`src/rtl/sdp_pkg.sv`:
```
// Shared types and instruction-format constants for the simple_datapath sequencer.
package sdp_pkg;

    localparam int unsigned DATA_W  = 32;
    localparam int unsigned RADDR_W = 5;
    localparam int unsigned CNT_W   = 16;
    localparam int unsigned OP_W    = 3;
    localparam int unsigned FLAG_W  = 4;

    // Instruction word field positions
    localparam int unsigned OP_HI   = 31;
    localparam int unsigned RS_LO   = 24;
    localparam int unsigned RT_LO   = 19;
    localparam int unsigned RD_LO   = 14;
    localparam int unsigned WB_BIT  = 13;
    localparam int unsigned RSVD_HI = 12;

    // Bit positions inside the packed {c,n,z,p} flag vector
    localparam int unsigned FLAG_C = 3;
    localparam int unsigned FLAG_N = 2;
    localparam int unsigned FLAG_Z = 1;
    localparam int unsigned FLAG_P = 0;

    typedef enum logic [OP_W-1:0] {
        OP_ADD = 3'd0,
        OP_INC = 3'd1,
        OP_AND = 3'd2,
        OP_OR  = 3'd3,
        OP_XOR = 3'd4,
        OP_NOT = 3'd5,
        OP_SL  = 3'd6,
        OP_NOP = 3'd7
    } op_e;

    typedef enum logic [1:0] {
        ST_IDLE = 2'd0,
        ST_EXEC = 2'd1,
        ST_CAP  = 2'd2,
        ST_RESP = 2'd3
    } state_e;

    typedef struct packed {
        logic [DATA_W-1:0] result;
        logic [FLAG_W-1:0] flags;
        logic              err;
    } resp_t;

    function automatic logic rsvd_nonzero(input logic [DATA_W-1:0] word);
        return |word[RSVD_HI:0];
    endfunction

endpackage

```
`src/rtl/sdp_instr_decode.sv`:
```
// Combinational split of an instruction word into datapath controls plus
// the error and write-back qualification bits.
module sdp_instr_decode
    import sdp_pkg::*;
#(
    parameter int unsigned DW = sdp_pkg::DATA_W,
    parameter int unsigned AW = sdp_pkg::RADDR_W
) (
    input  logic [DW-1:0] instr_i,
    output op_e           op_c_o,
    output logic [AW-1:0] rs_c_o,
    output logic [AW-1:0] rt_c_o,
    output logic [AW-1:0] rd_c_o,
    output logic          err_c_o,
    output logic          wb_ok_c_o
);

    logic wb_c;

    assign op_c_o  = op_e'(instr_i[OP_HI -: OP_W]);
    assign rs_c_o  = instr_i[RS_LO +: AW];
    assign rt_c_o  = instr_i[RT_LO +: AW];
    assign rd_c_o  = instr_i[RD_LO +: AW];
    assign wb_c    = instr_i[WB_BIT];
    assign err_c_o = rsvd_nonzero(DATA_W'(instr_i));

    // r0 is hard-wired, nop produces nothing, and a malformed word never commits
    assign wb_ok_c_o = wb_c && (rd_c_o != '0) && (op_c_o != OP_NOP) && !err_c_o;

endmodule

```
`src/rtl/datapath_sequencer.sv`:
```
// Control stage in front of simple_datapath: accepts one instruction, runs
// it through EXEC/CAP, optionally writes back, and returns result and flags.
module datapath_sequencer
    import sdp_pkg::*;
#(
    parameter int unsigned DW   = sdp_pkg::DATA_W,
    parameter int unsigned AW   = sdp_pkg::RADDR_W,
    parameter int unsigned CW   = sdp_pkg::CNT_W
) (
    input  logic              clk,
    input  logic              reset,
    input  logic              instr_valid,
    output logic              instr_ready,
    input  logic [DW-1:0]     instr,
    output logic [OP_W-1:0]   op_code,
    output logic [AW-1:0]     rs,
    output logic [AW-1:0]     rt,
    output logic [AW-1:0]     rd,
    output logic              wr_en,
    output logic [DW-1:0]     d_in,
    input  logic [DW-1:0]     d_out,
    input  logic              c,
    input  logic              n,
    input  logic              z,
    input  logic              p,
    output logic              resp_valid,
    input  logic              resp_ready,
    output logic [DW-1:0]     result,
    output logic [FLAG_W-1:0] flags,
    output logic              err,
    output logic              busy,
    output logic [CW-1:0]     retired_cnt
);

    state_e              state_q, state_d;
    logic [DW-1:0]       instr_q, instr_d;
    logic [DW-1:0]       dec_word_c;
    op_e                 dec_op_c;
    logic [AW-1:0]       dec_rs_c, dec_rt_c, dec_rd_c;
    logic                dec_err_c, dec_wb_ok_c;
    logic                accept_c, resp_done_c;

    logic [OP_W-1:0]     op_code_q, op_code_d;
    logic [AW-1:0]       rs_q, rs_d, rt_q, rt_d, rd_q, rd_d;
    logic                wr_en_q, wr_en_d;
    logic                instr_ready_q, instr_ready_d;
    logic                busy_q, busy_d;
    logic                resp_valid_q, resp_valid_d;
    resp_t               resp_q, resp_d;
    logic [CW-1:0]       cnt_q, cnt_d;

    assign accept_c    = (state_q == ST_IDLE) && instr_valid;
    assign resp_done_c = (state_q == ST_RESP) && resp_ready;

    // Decode the incoming word while idle so controls are registered into EXEC
    assign dec_word_c = (state_q == ST_IDLE) ? instr : instr_q;

    sdp_instr_decode #(
        .DW (DW),
        .AW (AW)
    ) u_decode (
        .instr_i   (dec_word_c),
        .op_c_o    (dec_op_c),
        .rs_c_o    (dec_rs_c),
        .rt_c_o    (dec_rt_c),
        .rd_c_o    (dec_rd_c),
        .err_c_o   (dec_err_c),
        .wb_ok_c_o (dec_wb_ok_c)
    );

    // State register
    always_ff @(posedge clk) begin
        if (reset) begin
            state_q <= ST_IDLE;
        end else begin
            state_q <= state_d;
        end
    end

    // Next-state logic
    always_comb begin
        state_d = state_q;
        case (state_q)
            ST_IDLE: if (instr_valid) state_d = ST_EXEC;
            ST_EXEC: state_d = ST_CAP;
            ST_CAP:  state_d = ST_RESP;
            ST_RESP: if (resp_ready) state_d = ST_IDLE;
            default: state_d = ST_IDLE;
        endcase
    end

    // Output logic: next values of the registered outputs, keyed on the upcoming state
    always_comb begin
        instr_d       = instr_q;
        op_code_d     = OP_NOP;
        rs_d          = rs_q;
        rt_d          = rt_q;
        rd_d          = rd_q;
        wr_en_d       = 1'b0;
        instr_ready_d = (state_d == ST_IDLE);
        busy_d        = (state_d != ST_IDLE);
        resp_valid_d  = (state_d == ST_RESP);
        resp_d        = resp_q;
        cnt_d         = cnt_q;

        if (accept_c) begin
            instr_d    = instr;
            rs_d       = dec_rs_c;
            rt_d       = dec_rt_c;
            rd_d       = dec_rd_c;
            resp_d.err = dec_err_c;
        end
        if ((state_d == ST_EXEC) || (state_d == ST_CAP)) begin
            op_code_d = dec_op_c;
        end
        if (state_d == ST_CAP) begin
            wr_en_d = dec_wb_ok_c;
        end
        if (state_q == ST_CAP) begin
            resp_d.result = d_out;
            resp_d.flags  = {c, n, z, p};
        end
        if (resp_done_c) begin
            cnt_d = cnt_q + CW'(1);
        end
    end

    // Registered outputs and datapath context
    always_ff @(posedge clk) begin
        if (reset) begin
            instr_q       <= '0;
            op_code_q     <= OP_NOP;
            rs_q          <= '0;
            rt_q          <= '0;
            rd_q          <= '0;
            wr_en_q       <= 1'b0;
            instr_ready_q <= 1'b1;
            busy_q        <= 1'b0;
            resp_valid_q  <= 1'b0;
            resp_q        <= '0;
            cnt_q         <= '0;
        end else begin
            instr_q       <= instr_d;
            op_code_q     <= op_code_d;
            rs_q          <= rs_d;
            rt_q          <= rt_d;
            rd_q          <= rd_d;
            wr_en_q       <= wr_en_d;
            instr_ready_q <= instr_ready_d;
            busy_q        <= busy_d;
            resp_valid_q  <= resp_valid_d;
            resp_q        <= resp_d;
            cnt_q         <= cnt_d;
        end
    end

    assign instr_ready = instr_ready_q;
    assign op_code     = op_code_q;
    assign rs          = rs_q;
    assign rt          = rt_q;
    assign rd          = rd_q;
    assign busy        = busy_q;
    assign resp_valid  = resp_valid_q;
    assign result      = resp_q.result;
    assign flags       = resp_q.flags;
    assign err         = resp_q.err;
    assign retired_cnt = cnt_q;

    // Reset in the write cycle must kill the strobe before the datapath edge sees it
    assign wr_en = wr_en_q && !reset;
    assign d_in  = (state_q == ST_CAP) ? d_out : '0;

endmodule

```
`config.mk`:
```
export PLATFORM = sky130hd
export DESIGN_NAME = datapath_sequencer
export DESIGN_NICKNAME = d
export VERILOG_FILES = /design/src/rtl/sdp_pkg.sv /design/src/rtl/sdp_instr_decode.sv /design/src/rtl/datapath_sequencer.sv
export SDC_FILE = /design/constraint.sdc
export NUM_CORES = 1
export LEC_CHECK = 0
export ABC_AREA = 1
export CAP_MARGIN = 20
export CORE_MARGIN = 2
export CORE_UTILIZATION = 47
export CTS_CLUSTER_SIZE = 8
export DETAILED_ROUTE_END_ITERATION = 16
export PLACE_DENSITY_LB_ADDON = 0.2
export SKIP_CTS_REPAIR_TIMING = 1
export SYNTH_ARGS = -nofsm -noshare
export SYNTH_HDL_FRONTEND = slang
export SYNTH_HIERARCHICAL = 1
export SYNTH_SLANG_ARGS = --single-unit
export TNS_END_PERCENT = 50
```
`constraint.sdc`:
```
create_clock -name clk -period 4.13 [get_ports clk]
set_clock_uncertainty 0.1 [all_clocks]
set_input_delay 0.826 -clock clk [delete_from_list [all_inputs] [get_ports clk]]
set_output_delay 0.826 -clock clk [all_outputs]
set_load 0.05 [all_outputs]
```
* Word-level counts from Yosys, hierarchy flattened *
Cells that the tools add are included.

operators by class
  $add $sub $neg = 1
  equal/unequal tests = 7
  reduce and logical (&&, ||, !) cells = 16
  bitwise logic cells = 2
  muxes and demuxes = 5

operators by type and width
  kind                     number
  $mux W32                 2
  $add A16 B1 Y16 const B  1
  $reduce_or A13 Y1        1
  $eq A2 B2 Y1 const B     4
  $pmux W2 S4              1
  $logic_and A1 B1 Y1      6
  $reduce_bool A5 Y1       1
  $eq A2 B1 Y1 const B     2
  $logic_not A2 Y1         2
  $mux W2                  2
  $reduce_or A2 Y1         2
  $ne A3 B3 Y1 const B     1
  $logic_not A1 Y1         2
  $not A1 Y1               2
  $reduce_bool A2 Y1       1
  $logic_or A1 B1 Y1       1

word-level totals
  word-level logic and storage cells = 45
  output and inout bits = 107
  bits of input ports = 72
  bits in registers = 109

* Logic depth before layout (Yosys ltp) *
Gate-level depths: netlist of run 1.

  depth after elaboration = 6
  mapped depth = 12
  depth with buffers taken out = 10

* Hierarchy *
Netlist of run 1, hierarchy kept.

modules (own cells, without submodules)
  module              instances  cells each  sequential area each (um2)  area each (um2)
  datapath_sequencer  1          627         2182.1                      4426.7
  sdp_instr_decode    1          39          0.0                         221.5

* Worst setup path before layout of run 1 *
No wires, ideal clock.

  kind = input-to-output
  from = in reset
  to = out wr_en
  path slack = 1.366 ns
  stages = 3
  arrival = 1.838 ns
  path buffers = 2
  required time = 3.204 ns
  cells stage by stage = clkbuf_1 -> clkbuf_1 -> nor2_1

on the way
  longest elaborated chain between the ends = 2

ends and longest elaborated chain
  item                 line                       text
  start, declared      datapath_sequencer.sv:11   input logic reset,
  $logic_not A1 Y1     datapath_sequencer.sv:170  assign wr_en = wr_en_q && !reset;
  $logic_and A1 B1 Y1  datapath_sequencer.sv:170
  end, declared        datapath_sequencer.sv:19   output logic wr_en,

Every way passes these cells.

* Worst setup path after layout of run 1 *
  from = reg state_q[1]
  to = out d_in[2]

on the way
  longest elaborated chain between the ends = 2

ends and longest elaborated chain
  item                    line                       text
  start, declared         datapath_sequencer.sv:35   state_e state_q, state_d;
  start signal, assigned  datapath_sequencer.sv:76   state_q <= state_d;
  $eq A2 B2 Y1            datapath_sequencer.sv:171  assign d_in = (state_q == ST_CAP) ? d_out : '0;
  $mux W32                datapath_sequencer.sv:171
  end, declared           datapath_sequencer.sv:20   output logic [DW-1:0] d_in,

Every way passes these cells.

==> results of run 1 <==
==> layout by cell type, fill, tap and decap left out, drive strengths merged <==
cell type / instances
buf: 6
and2: 1
bufinv: 1
ha: 4
nand3: 9
nor3b: 2
nand4: 2
or2: 2
clkdlybuf4s50: 177
inv: 95
o21ai: 91
dfxtp: 109
nand2: 141
a21oi: 72
nor3: 2
clkbuf: 9
nand3b: 1
clkinv: 2
nor2: 87
==> metal layers <==
metal | part of all wire | wire length, µm | vias to the layer above | global-route usage
li1 | - | - | 2356 | -
met1 | 0.42 | 4940 | 2008 | 0.243
met2 | 0.50 | 5860 | 135 | 0.395
met3 | 0.070 | 818 | 8 | 0.0417
met4 | 0.0095 | 112 | 0 | 0.0567
met5 | 0 | 0 | - | 0
==> sequential cells by signal, summed over array words and instances, names as in the netlist <==
register	count
instr_ready	1
rs	5
instr_q	32
rt	5
resp_valid	1
op_code	3
result	32
retired_cnt	16
state_q	2
wr_en_q	1
err	1
rd	5
busy	1
flags	4
==> worst max-delay path: stages, from the launching register on <==
cell	delay, ns
sky130_fd_sc_hd__dfxtp_1	0.44
sky130_fd_sc_hd__inv_1	0.14
sky130_fd_sc_hd__nor2_2	0.09
sky130_fd_sc_hd__buf_4	0.34
sky130_fd_sc_hd__nand2_1	0.16
sky130_fd_sc_hd__inv_1	0.09
sky130_fd_sc_hd__clkdlybuf4s50_1	0.79
==> area by class of cell <==
class	instances	area, µm²	area share
Multi-Input combinational cell	414	1850	0.281
Clock inverter	7	80.1	0.0122
Tap cell	133	166	0.0253
Clock buffer	9	124	0.0188
Sequential cell	109	2180	0.332
Inverter	91	342	0.0520
Timing Repair Buffer	183	1830	0.278
==> through the flow <==
stage	setup slack (ns)	instance area, µm²
after CTS	0.749	6570
final	0.793	6570
after detailed placement	0.946	6370
after global routing	0.653	6570
after floorplan	1.37	4650
after global placement	0.958	6370
==> report_power, final <==
group	switching [mW]	internal (mW)
registers	0.0368	1.14
logic	0.494	0.260
clock network	0.371	0.292
total	0.902	1.69
==> how the worst min path moves through the flow <==
stage | endpoint | startpoint
2_1_floorplan | instr_q[2] | instr_q[2]
3_3_place_gp | instr_q[13] | instr_q[13]
3_5_place_dp | instr_q[27] | instr_q[27]
4_1_cts | instr_q[27] | instr_q[27]
5_1_grt | instr_q[13] | instr_q[13]
6_report | instr_q[23] | instr_q[23]
==> cells by family (layout without fill, tap and decap cells) <==
family / after synthesis / after routing / synth area share
buffers and inverters: 143 / 290 / 0.135
AO/OA/AOI/OAI: 163 / 163 / 0.176
flip-flops: 109 / 109 / 0.469
adder cells (fa/ha/maj): 4 / 4 / 0.0108
AND/OR/NAND/NOR: 247 / 247 / 0.210
==> results summary, run 1 <==
The capture point of the critical path is d_in[2]. After filler insertion, the fill cell instance count of the layout stands at 837. The worst ir drop on vdd came out at 0.000264 V.

The area share of the leading cell type in the synthesized netlist is 0.469. After detailed routing, the number of remaining DRC violations is 0. The clock latency reported for the late side of the worst-skew pair is 0.35 ns. The die height came out at 103 µm. The post-synthesis average cell area is 6.98 µm². The number of instances in the synthesized netlist came out at 666. Setup violations remaining at the end of the flow were counted as 0. The via count of the first global-routing pass came to 4,007. STA classifies the critical path endpoint as an output port.

The final period utilization is 0.808. The number of rows created at floorplan came out at 36. In this run the worst setup path begins at state_q[1]. For this block, the routed nets add up to 11,700 µm of wire.

The power density relative to cell area is 394 nW/µm². The number of ports placed on the die boundary is 179. The number of buffers created by CTS came out at 9. The synthesized area came out at 4650 µm². The tool flagged a number of max-cap violations equal to 0.

The remaining global-route overflow is 0. Data arrives at the worst endpoint at 2.41 ns. Measured in cells, the most critical reg-to-reg path has a length of 9. The area growth from synthesis to final layout came out at 41.4%. For this design, the sink count on the clock tree is 109.

The number of buffers added on ports is 178. The maximum clock frequency is 300 MHz. For the pin with the worst max-slew slack, the measured transition is 0.575 ns. The worst register-to-register path begins at state_q[0]. The total power is 2.59 mW.

The run finished with clean final reports. The required arrival time at the worst endpoint is 3.20 ns. The most common cell in the synthesized netlist is sky130_fd_sc_hd__nand2_1. The count of flip-flops with a built-in enable after synthesis came out at 0. Of the cells placed in the final design, the portion with a size suffix greater than 1 is 0.0344.

The first routing iteration left 100 violations. The final cell count without fillers is 946. The TritonCTS clock tree is yes. The post-route worst hold slack came out at 0.353 ns. The synthesis warning total came out at 6. The worst hold path passes through 2 cells.

The maximum count of clock buffers along a single path is 2. The synthesized design spends more area on one cell type than any other, namely sky130_fd_sc_hd__dfxtp_1. The total global-route track usage came out at 0.211.

The final routed wire length divided by cell count came out at 12.4 µm. The initial utilization of the core area, before any placement, comes to 0.480. Yosys attributes the largest share of cell area to sky130_fd_sc_hd__dfxtp_1, sky130_fd_sc_hd__nand2_1, sky130_fd_sc_hd__o21ai_0, sky130_fd_sc_hd__a21oi_1, sky130_fd_sc_hd__inv_1.

The initial antenna violation count was 0. STA classifies the critical path startpoint as a register. The path class of the tightest hold or removal check is reg2reg. Sorting the synthesized cells by how often they occur yields sky130_fd_sc_hd__nand2_1, sky130_fd_sc_hd__dfxtp_1, sky130_fd_sc_hd__o21ai_0. The diode insertion count for antenna repair came out at 0. The total negative slack is 0 ns. The weighted congestion reported at the end of routability-driven placement came out at 0.804. The headroom to the max-slew limit came out at 0.616. The CTS root buffer is sky130_fd_sc_hd__clkbuf_8. The via count is 4,507. The pre-antenna-repair detailed-routing pass consisted of 4 iterations. Measured along the x axis, the die boundary spans 103 µm. The most common flop cell mapped by yosys is sky130_fd_sc_hd__dfxtp_1. The wire length of the first global-routing pass is 18,000 µm. The post-layout net count came out at 884. The number of hold violations in the final report is 0. In this run, distinct cell masters in the synthesized netlist total 22. Entering global routing, the biggest net connects 67 pins. The die footprint is 10,700 µm².

The clock transition at the registers of the reported paths is 0.11 ns. In this run the critical register-to-register path is captured at op_code[0]. Dividing the detail-routed via count by the number of cells gives 4.76. The critical path class is reg2out.

The synthesized netlist net count came out at 742. The setup slack of the most critical reg-to-reg path came out at 1.59 ns. The total number of H-tree levels came out at 3. The time the final worst path needs with I/O delays and setup came out at 3.34 ns. The floorplan core area came out at 9680 µm². The leakage power total came out at 2.77 nW.

The sequential-to-total area share from yosys stat came out at 0.469. Counting flops and latches in the post-synthesis netlist gives 109. The maximum fanout count along the critical path is 37. The async set-or-reset flop fraction in the synthesized netlist is 0. The total count of max-transition violations in the final report came to 0. Setup repair after global routing left no endpoint under its margin. The post-route antenna net violation count is 0.

The placed instance count is 930. The wire-length estimate of the detail-placed layout is 8730 µm. The final core utilization is 0.679.
No activity file was read; power rests on OpenSTA's default activity.
==> run 2: changes to the inputs <==
--- a/config.mk
+++ b/config.mk
@@ -8,7 +8,7 @@
 export ABC_AREA = 1
 export CAP_MARGIN = 20
 export CORE_MARGIN = 2
-export CORE_UTILIZATION = 47
+export CORE_UTILIZATION = 44
 export CTS_CLUSTER_SIZE = 8
 export DETAILED_ROUTE_END_ITERATION = 16
 export PLACE_DENSITY_LB_ADDON = 0.2
==> constraint.sdc (replaced) <==
create_clock -name clk -period 3.3 [get_ports clk]
set_clock_uncertainty 0.1 [all_clocks]
set_input_delay 0.66 -clock clk [delete_from_list [all_inputs] [get_ports clk]]
set_output_delay 0.66 -clock clk [all_outputs]
set_load 0.05 [all_outputs]
==> run 2 against run 1 <==
Clock power rose by 21%. Sequential power rose by 25%. Global-route usage fell by 1.3 points. Power rose by 27%. Via count rose by 0.73%. Worst setup slack got worse by 0.073 ns. Critical path type is now in2out. Critical endpoint is now wr_en. Highest routed layer unchanged.
==> results summary, run 2 (synthesized netlist as in run 1, its figures left out) <==
The endpoint of the worst-slack reg-to-reg timing path is err. The maximum number of pins on one net before global-route repair came out at 65 (-3.0%). The die height came out at 107 µm (+3.2%). The setup slack of the most critical reg-to-reg path is 1.30 ns (-0.29 ns). The first-pass iteration count of the detailed router is 4 (unchanged). The post-route worst hold slack is 0.350 ns (-0.00238 ns). The number of ports placed on the die boundary came out at 179 (unchanged). The weighted congestion reported at the end of routability-driven placement came out at 0.799 (-0.63%). The effective utilization at floorplan is 0.452 (-0.0277). The post-layout net count came out at 884 (unchanged). The final routed wirelength across all metal layers is 12,000 µm (+2.4%).

The maximum clock frequency is 388 MHz. The total negative slack came out at 0 ns (unchanged). The depth of the worst hold-timing path was 2 (unchanged). The post-route antenna net violation count came to 0 (unchanged). The total global-route track usage was 0.198 (-0.0127). The total count of max-transition violations in the final report is 0 (unchanged).

The maximum count of clock buffers along a single path came to 2 (unchanged). Of the available clock period, the critical path in the final layout requires 0.782. The final routed wire length divided by cell count is 12.7 µm (+2.1%). The classification of the worst-slack hold path is reg2reg. The via count was 4,540 (+0.73%).

The diode insertion count for antenna repair came out at 0 (unchanged). The floorplan core area came out at 10,300 µm² (+6.1%). The library cells used most frequently in the layout, excluding fill and tap cells, are sky130_fd_sc_hd__clkdlybuf4s50_1, sky130_fd_sc_hd__nand2_1, sky130_fd_sc_hd__dfxtp_1.

The detailed-route DRC error count is 0 (unchanged). In this run the clock root is driven by a sky130_fd_sc_hd__clkbuf_8. The maximum fanout count along the critical path is 14 (-62%). The horizontal die dimension came out at 107 µm (+3.2%). The power density relative to cell area came out at 476 nW/µm² (+21%).

The critical path in this run is classified as in2out. The worst ir drop on vdd came out at 0.000306 V (+16%). Setup repair after global routing left no endpoint under its margin.

The library cell used most frequently in the layout, excluding fill and tap cells, is sky130_fd_sc_hd__clkdlybuf4s50_1. The wire length of the first global-routing pass came out at 18,300 µm (+1.8%). The area growth from synthesis to final layout is 48.4%. The kind of capture point of the worst setup path is an output port. The clock transition at the registers of the reported paths came out at 0.09 ns (-0.02 ns). The headroom to the max-slew limit came to 0.591 (-0.0249).

The setup-violating endpoint count in the final report is 0 (unchanged). The end of the worst hold path is instr_q[5]. The total power came out at 3.28 mW (+27%). The clock latency reported for the late side of the worst-skew pair came out at 0.35 ns (about the same).

The depth of the most critical reg-to-reg path came to 8 (-1). The remaining global-route overflow was 0 (unchanged). The total number of H-tree levels came out at 3 (unchanged).

The initial antenna violation count is 0 (unchanged). The number of buffers added on ports came to 178 (unchanged). The number of hold violations in the final report is 0 (unchanged). The leakage power total came to 2.92 nW (+5.3%). The worst hold path begins at instr_q[5]. The number of clock sinks is 109 (unchanged). The number of buffers created by CTS was 9 (unchanged). The required arrival time at the worst endpoint was 2.54 ns (-0.66 ns). The number of vias per cell came out at 4.78 (+0.41%). The half-perimeter wire length after placement is 8970 µm (+2.8%).

The critical path arrival is 1.82 ns (-0.59 ns). The time the final worst path needs with I/O delays and setup came out at 2.58 ns. The worst setup path is launched from an input port. The via count of the first global-routing pass came to 3,860 (-3.7%). The startpoint identified for the worst register-to-register timing path is state_q[0].

The number of rows created at floorplan is 37 (+2.8%). The transition at the pin with the smallest max-transition slack came out at 0.613 ns (+0.0373 ns). The run finished with clean final reports.

The fraction of final layout cells with drive strength greater than 1 is 0.0713 (+0.0369). The violation count after the first detailed-route iteration is 228 (+130%). TritonCTS built the clock tree. The count of maximum capacitance violations came out at 0 (unchanged).

The die footprint came out at 11,400 µm² (+6.6%).
run 2: cell count changes in the layout (fill, tap and decap cells not counted):
cell,before,now
sky130_fd_sc_hd__buf_12,1,34
sky130_fd_sc_hd__buf_4,5,4
sky130_fd_sc_hd__clkbuf_1,0,2
sky130_fd_sc_hd__clkbuf_8,9,10
sky130_fd_sc_hd__clkdlybuf4s50_1,177,145
sky130_fd_sc_hd__clkinvlp_4,0,1
sky130_fd_sc_hd__inv_6,2,0
sky130_fd_sc_hd__inv_8,2,0
run 2: worst max-delay path, cell delays in order:
cell	delay [ns]
sky130_fd_sc_hd__clkdlybuf4s50_1	0.67
sky130_fd_sc_hd__nor2_1	0.31
sky130_fd_sc_hd__buf_12	0.17
run 2: where the power goes:
part           switching (mW)  leakage (nW)  internal [mW]  total [mW]
logic                   0.634          1.93          0.375        1.01
registers              0.0458         0.893           1.43        1.47
clock network           0.431        0.0964          0.371       0.802
run 2: stage by stage:
step,setup slack [ns],utilization,std cells,cell area [µm²]
6_report,0.720,0.671,949,6900
5_1_grt,0.582,0.671,949,6900
4_1_cts,0.710,0.671,949,6900
3_5_place_dp,0.689,0.653,933,6710
3_3_place_gp,0.716,0.653,933,6710
2_1_floorplan,0.868,-,666,4650
run 2: layout make-up:
class                   instances  area, µm²
repair buffers                183       2160
multi-input cells             414       1850
inverters                      91        342
clock buffers                  12        145
fillers                       896       3380
well taps                     136        170
flip-flops and latches        109       2180
clock inverters                 4       47.5
run 2: worst max-delay path by stage:
stage	slack [ns]	cells after the start	to	start
CTS	0.71	3	wr_en	reset
global placement	0.72	3	wr_en	reset
floorplan	0.87	3	wr_en	reset
finish	0.72	3	wr_en	reset
detailed placement	0.69	8	op_code[2]	instr_valid
global route	0.58	6	d_in[26]	state_q[1]
run 2: per-layer routing:
metal	track usage	up-vias	part of all wire
met1	0.248	2048	0.43
met2	0.349	140	0.49
li1	-	2339	-
met4	0.0557	0	0.014
met5	0	-	0
met3	0.0365	13	0.062
